**src/rtl/req_arbiter.sv**
```systemverilog
// ============================================================================
//  Module   : req_arbiter
//  Brief    : Eight-requester arbiter with fixed-priority (bit 7 highest) and
//             round-robin modes. A grant is held until the owner drops its
//             request or, when MAX_HOLD is non-zero, until MAX_HOLD cycles
//             have elapsed. All outputs are registered.
//  Revision : 1.0  initial release
// ============================================================================
`default_nettype none

module req_arbiter #(
  parameter int MAX_HOLD = 16   // 1..255 cycles, 0 = unlimited
) (
  input  logic       clk,
  input  logic       rst_n,
  input  logic [7:0] req,
  input  logic       rr_en,
  output logic [7:0] gnt,
  output logic [2:0] gnt_id,
  output logic       gnt_valid,
  output logic       timeout
);

  typedef enum logic [0:0] {
    S_IDLE  = 1'b0,
    S_GRANT = 1'b1
  } state_t;

  // Hold counter value on which a grant is force-released. For MAX_HOLD = 0
  // this evaluates to 255 but is never used because HOLD_EN is clear.
  localparam logic [7:0] HOLD_LAST = 8'(MAX_HOLD - 1);
  localparam bit         HOLD_EN   = (MAX_HOLD != 0);

  state_t     state_q;
  logic [7:0] gnt_q;
  logic [2:0] gnt_id_q;
  logic       gnt_valid_q;
  logic       timeout_q;
  logic [2:0] last_q;
  logic [7:0] hold_q;

  logic [2:0] fixed_id_d;
  logic [2:0] rr_id_d;
  logic [2:0] win_id_d;

  // Winner selection: highest set bit for fixed mode; for round-robin the
  // search runs last-1, last-2, ..., last (mod 8). The loop runs from the
  // lowest-priority offset upward so the highest-priority match is assigned
  // last and wins.
  always_comb begin
    fixed_id_d = 3'd0;
    for (int i = 0; i < 8; i++) begin
      if (req[i]) fixed_id_d = 3'(i);
    end
    rr_id_d = 3'd0;
    for (int k = 8; k >= 1; k--) begin
      if (req[last_q - 3'(k)]) rr_id_d = last_q - 3'(k);
    end
    win_id_d = rr_en ? rr_id_d : fixed_id_d;
  end

  // Grant state machine; every output is a register so nothing from req
  // reaches gnt combinationally.
  always_ff @(posedge clk or negedge rst_n) begin
    if (!rst_n) begin
      state_q     <= S_IDLE;
      gnt_q       <= 8'd0;
      gnt_id_q    <= 3'd0;
      gnt_valid_q <= 1'b0;
      timeout_q   <= 1'b0;
      last_q      <= 3'd0;
      hold_q      <= 8'd0;
    end else begin
      timeout_q <= 1'b0;
      case (state_q)
        S_IDLE: begin
          if (|req) begin
            state_q     <= S_GRANT;
            gnt_q       <= 8'd1 << win_id_d;
            gnt_id_q    <= win_id_d;
            gnt_valid_q <= 1'b1;
            last_q      <= win_id_d;
            hold_q      <= 8'd0;
          end
        end
        S_GRANT: begin
          if (!req[gnt_id_q]) begin
            state_q     <= S_IDLE;
            gnt_q       <= 8'd0;
            gnt_id_q    <= 3'd0;
            gnt_valid_q <= 1'b0;
          end else if (HOLD_EN && (hold_q == HOLD_LAST)) begin
            state_q     <= S_IDLE;
            gnt_q       <= 8'd0;
            gnt_id_q    <= 3'd0;
            gnt_valid_q <= 1'b0;
            timeout_q   <= 1'b1;
          end else if (hold_q != 8'hFF) begin
            hold_q <= hold_q + 8'd1;
          end
        end
        default: begin
          state_q     <= S_IDLE;
          gnt_q       <= 8'd0;
          gnt_id_q    <= 3'd0;
          gnt_valid_q <= 1'b0;
        end
      endcase
    end
  end

  assign gnt       = gnt_q;
  assign gnt_id    = gnt_id_q;
  assign gnt_valid = gnt_valid_q;
  assign timeout   = timeout_q;

endmodule

`default_nettype wire

```
**config.mk**
```make
export PLATFORM = sky130hd
export DESIGN_NAME = req_arbiter
export DESIGN_NICKNAME = d
export VERILOG_FILES = /design/src/rtl/req_arbiter.sv
export SDC_FILE = /design/constraint.sdc
export NUM_CORES = 1
export LEC_CHECK = 0
export ABC_AREA = 0
export CAP_MARGIN = 20
export CORE_MARGIN = 5
export CORE_UTILIZATION = 61
export DETAILED_ROUTE_END_ITERATION = 6
export PLACE_DENSITY_LB_ADDON = 0.08
export SLEW_MARGIN = 15
export SYNTH_ARGS = -nofsm -noshare
export SYNTH_HDL_FRONTEND = slang
export SYNTH_SLANG_ARGS = --single-unit
```
**constraint.sdc**
```tcl
create_clock -name clk -period 6.05 [get_ports clk]
set_clock_uncertainty 0.1 [all_clocks]
set_input_delay 1.21 -clock clk [delete_from_list [all_inputs] [get_ports clk]]
set_output_delay 1.21 -clock clk [all_outputs]
set_load 0.005 [all_outputs]
```
# Word-level counts from Yosys, hierarchy flattened
# Index checks and enable logic that the tools add are counted.
# Widths: inputs -> output; s select.
[word_totals]
out_inout_bits = 13
wordCells = 95
regBits = 25
[op_classes]
reduce_logical = 4
mux = 58
shift = 1
order_cmp = 9
n_bitwise = 1
n_eq_ne = 7
add_sub_neg = 8
[op_table]
columns = ["op", "count"]
rows = [
  ["$mux 8", 7],
  ["$mux 3", 16],
  ["$lt 3x4->1 const B", 9],
  ["$pmux 8 s2", 2],
  ["$bmux 1 s3", 9],
  ["$mux 1", 19],
  ["$sub 3x3->3 const B", 4],
  ["$add 8x1->8 const B", 1],
  ["$eq 8x4->1 const B", 1],
  ["$ne 8x8->1 const B", 1],
  ["$reduce_or 8->1", 1],
  ["$shl 1x3->8 const A", 1],
  ["$pmux 3 s2", 1],
  ["$sub 3x2->3 const B", 2],
  ["$mux 2", 2],
  ["$ne 2x1->1 const B", 2],
  ["$ne 2x2->1 const B", 2],
  ["$pmux 1 s2", 2],
  ["$reduce_and 2->1", 2],
  ["$reduce_and 4->1", 1],
  ["$ne 3x2->1 const B", 1],
  ["$sub 3x1->3 const B", 1],
  ["$not 1->1", 1],
]

# Logic depth before layout (Yosys ltp)
[depth]
depth_word = 14
mapped_depth = 13

# Worst setup path after synthesis
# OpenSTA, ideal clock, no wires.
[synth_path]
kind = "register -> register"
startpoint = "register last_q[1]"
endpoint = "register gnt_q[4], in the netlist gnt[4]"
stages_incl_launch_ff = 14
path_buffers = 4
slack_ps = 2458
period_less_slack_ps = 3592
required_time_ps = 5828
arrival_ps = 3370
path_cell_list = "dfrtp_1 buf_2 buf_1 inv_1 ha_1 buf_4 mux4_2 mux2i_1 inv_2 a31oi_1 a21oi_1 or4_1 buf_2 a32o_1"
[synth_between]
elab_chain_len = 14
word_cells_on_any_way = 35
[synth_rtl]
columns = ["element", "line_no", "source"]
rows = [
  ["start: declaration", "39", "logic [2:0] last_q;"],
  ["start signal: assignment", "82", "last_q <= win_id_d;"],
  ["$sub 3x3->3 / $bmux 1 s3 (equally long branches)", "57", "if (req[last_q - 3'(k)]) rr_id_d = last_q - 3'(k);"],
  ["$bmux 1 s3 / $mux 1 (equally long branches)", "57", ""],
  ["$mux 1 (implied by the code) / $mux 3 (equally long branches)", "57", ""],
  ["$mux 3 (6 in series)", "57", ""],
  ["$mux 3 (*)", "57", ""],
  ["$mux 3 (*)", "59", "win_id_d = rr_en ? rr_id_d : fixed_id_d;"],
  ["$shl 1x3->8 (*)", "79", "gnt_q <= 8'd1 << win_id_d;"],
  ["$mux 8 (*)", "77", "if (|req) begin"],
  ["$pmux 8 s2 (*)", "75", "case (state_q)"],
  ["end signal: assignment", "79", ""],
  ["end: declaration", "35", "logic [7:0] gnt_q;"],
]
# Mark *: on every way between the ends. The rest lies on a longest branch, timed or not. The select of a mux whose other input is x is not followed.
# A chain may end at the register's enable or synchronous reset.

# Worst setup path in the final report
[layout_path]
startpoint = "register last_q[1]"
endpoint = "register gnt_q[6], in the netlist gnt[6]"
# The elaborated chain is that of the path after synthesis.

==> metrics.txt <==
share of post-route cells with drive strength above 1=11.0%; Skew-Pair Late Insertion Delay=0.32 ns; Total GRT Usage=22.5%; row cnt=21; count leader, synth=nand2_1; clock tree root driver cell=clkbuf_4; Synth Area in Simple Gates=17.6%; Placed Instances=between 200 and 300; M1 WL=2120 um; Filler cells=278; # DRC=0; Storage cell area=626 um^2; main combinational cell family by area after synthesis=compound AO/OA/AOI/OAI gates; I/O pins=24; Die W=69.3 um; clock slew at reported path FFs=0.14 ns; unrepaired setup endpoints after global routing=no; number of hold buffers added after CTS=0; GRT overflow=0; WP data arrival=4.54 ns; met3 wire len=between 200 and 250 um; top cells by area, synth=dfrtp_1, mux4_2, mux2i_1, nand2_1, mux2_2; endpoints failing setup=0; initial antenna violation count=0; min-delay worst type=flop to flop; largest area contributor in the netlist=dfrtp_1; vias per std cell=6.58; Slew Limit Fails=0; clock power share=5.5%; Fin Hold WS=0.410 ns; Fin. Hold Viols=0; worst slew pin tran=0.771 ns; Critical Path RT=6.22 ns; Psw=about 700 uW; first-pass GRT wire length=~9000 um; Max Clock Freq=0.229 GHz; die height=69.3 um; mux contribution to synthesized area=19.1%; internal cell power=685 uW; Starting Density=between 60 and 70%; core area=3360 um^2; Synth Area in Adders=roughly 1.8%; WS Path Type=flop to flop; predominant post-synthesis flop cell=dfrtp_1; top cell type's share of synthesized area=between 20 and 30%; Num Clock Sinks=25; vias in the first global route=between 1500 and 2000; Max clock buf depth=2; DRT antenna net count=0; Yosys reg bits=25; via count=1916; non-filler cells in the finished layout=291; EDFF count, synth=0; synthesized area=2140 um^2; post-synth net total=roughly 250; Warnings, synthesis=0; Static Leakage=0.000964 uW; routed wl met2=2770 um; XOR/XNOR share of the synthesized area=3.27%; Compound-Gate Fraction of Synth Area=between 20% and 30%; final worst-path cycle share=between 70 and 80%; DP Wirelength=4070 um; Synth Area per Inst=9.04 um^2; register area share after synthesis=29.2%; TritonCTS Buffers=3; outcome=completed; Top Metal Used=met4; FFs w/ async S/R, synth=100%; wire per inst=18.3 um; Max-slew headroom=48.6%; Flop pwr share=roughly 24%; area of placed instances=2320 um^2; Worst Setup End Kind=flop; Iter 0 DRT Violations=195; Resized Gates After CTS=0; MaxCap Viol Count=0; largest net degree at the start of global routing=26; Multi-input gate area=1360 um^2; maximum vdd ir drop=282 uV; Detailed Routing Iterations Pass 1=4; nets=260; Syn-to-layout area delta=9.63%; switching share of power=50.5%; Setup TNS=0 ns; diodes inserted=0; fin crit period=4.37 ns; Synth cell types=55; power share of the combinational group=between 70% and 80%; Routed WL=roughly 5300 um; Worst setup SP type=flop; gpl congestion=0.949; H-tree Lvls=1; Pwr Density=588 nW/um^2; CTS tree=yes; Syn Inst Count=approximately 240; critical path fanouts, max=19; setup repair bufs after CTS=0; Post-synth top cells=nand2_1, dfrtp_1, nor2_1; final instance area=2350 um^2; IO buf count=23; die area=4800 um^2
## cells by family (layout without fill, tap and decap cells)
kind of cell	count (synthesis)	count (layout)
DFF	25	25
AOI/OAI and AO/OA	64	64
muxes	27	27
and+or+nand+nor	78	78
adders and majority gates	3	3
buffers and inverters	32	40
xor gates and xnor gates	8	8
## metal layers
| metal | vias up | global-route usage (%) |
|---|---|---|
| met5 | - | 0 |
| met3 | 21 | 1.74 |
| met4 | 0 | 11.7 |
| li1 | 902 | - |
| met2 | 78 | 39.7 |
| met1 | 915 | 27.2 |
## stage by stage
stage | setup WS (ns) | utilization (%) | power, uW
6_report | 1.68 | 69.9 | 1380
2_1_floorplan | 2.46 | - | 1080
5_1_grt | 1.50 | 69.9 | 1490
4_1_cts | 1.80 | 70.0 | 1370
3_5_place_dp | 1.76 | 69.1 | 1290
3_3_place_gp | 1.84 | 69.1 | 1250
## worst max-delay path, cell delays in order, from the launching register on
cell	delay [ns]
dfrtp_1	0.84
inv_1	0.24
ha_1	0.66
mux4_2	0.64
and3_1	0.21
a2111oi_1	0.44
o22ai_1	0.15
a211oi_2	0.49
and2_1	0.33
a32o_1	0.21
## registers in the layout, summed over array words and instances (netlist names)
name       flops
last_q         3
gnt_id         3
gnt            8
hold_q         8
state_q        1
timeout        1
gnt_valid      1
## worst paths after layout
check	from	end	slack [ns]	depth (start not counted)
min	gnt_valid	gnt_valid	0.41	2
min reg2reg	gnt_valid	gnt_valid	0.41	2
max	last_q[1]	gnt[6]	1.68	9
max in group asynchronous	rst_n	hold_q[0]	4.74	1
min in group asynchronous	rst_n	gnt[6]	0.75	1
max reg2reg	last_q[1]	gnt[6]	1.68	9
## cells in the final DEF (no fill, tap or decap), types with 3 or more instances in the layout
master           synthesis  routed
nor2_1                  15      15
nand2_1                 27      27
a211oi_1                 4       4
xnor2_1                  3       3
nand3_1                  8       8
o22ai_1                  3       3
mux2_2                   6       6
o21ai_1                  5       6
xor2_1                   5       5
o21ai_0                 12      11
inv_1                   11      11
and2_1                   4       4
a32o_1                   4       4
dfrtp_1                 25      25
clkdlybuf4s50_1          0      22
ha_1                     3       3
nand2b_1                 6       6
nor4_1                   4       4
o41ai_1                  5       5
mux4_2                   8       8
clkbuf_4                 0       3
and3_1                   4       4
a21oi_1                 10      10
mux2i_1                 11      11
## power by group through the flow
stage	sequential [uW]	combinational, uW	clock [uW]
floorplan	264	816	0
global placement	327	922	0
detailed placement	335	957	0
CTS	332	961	78.4
global route	346	1050	86.2
finish	333	972	76.7
## cell type report
cell class	instances	area share, %
clock inverters	1	0.319
flip-flops and latches	25	26.6
well taps	46	2.45
clock buffers	3	0.958
inverters	13	2.08
multi-input cells	180	58.0
repair buffers	23	9.58
Note: power is estimated with default switching activity, not from simulation.
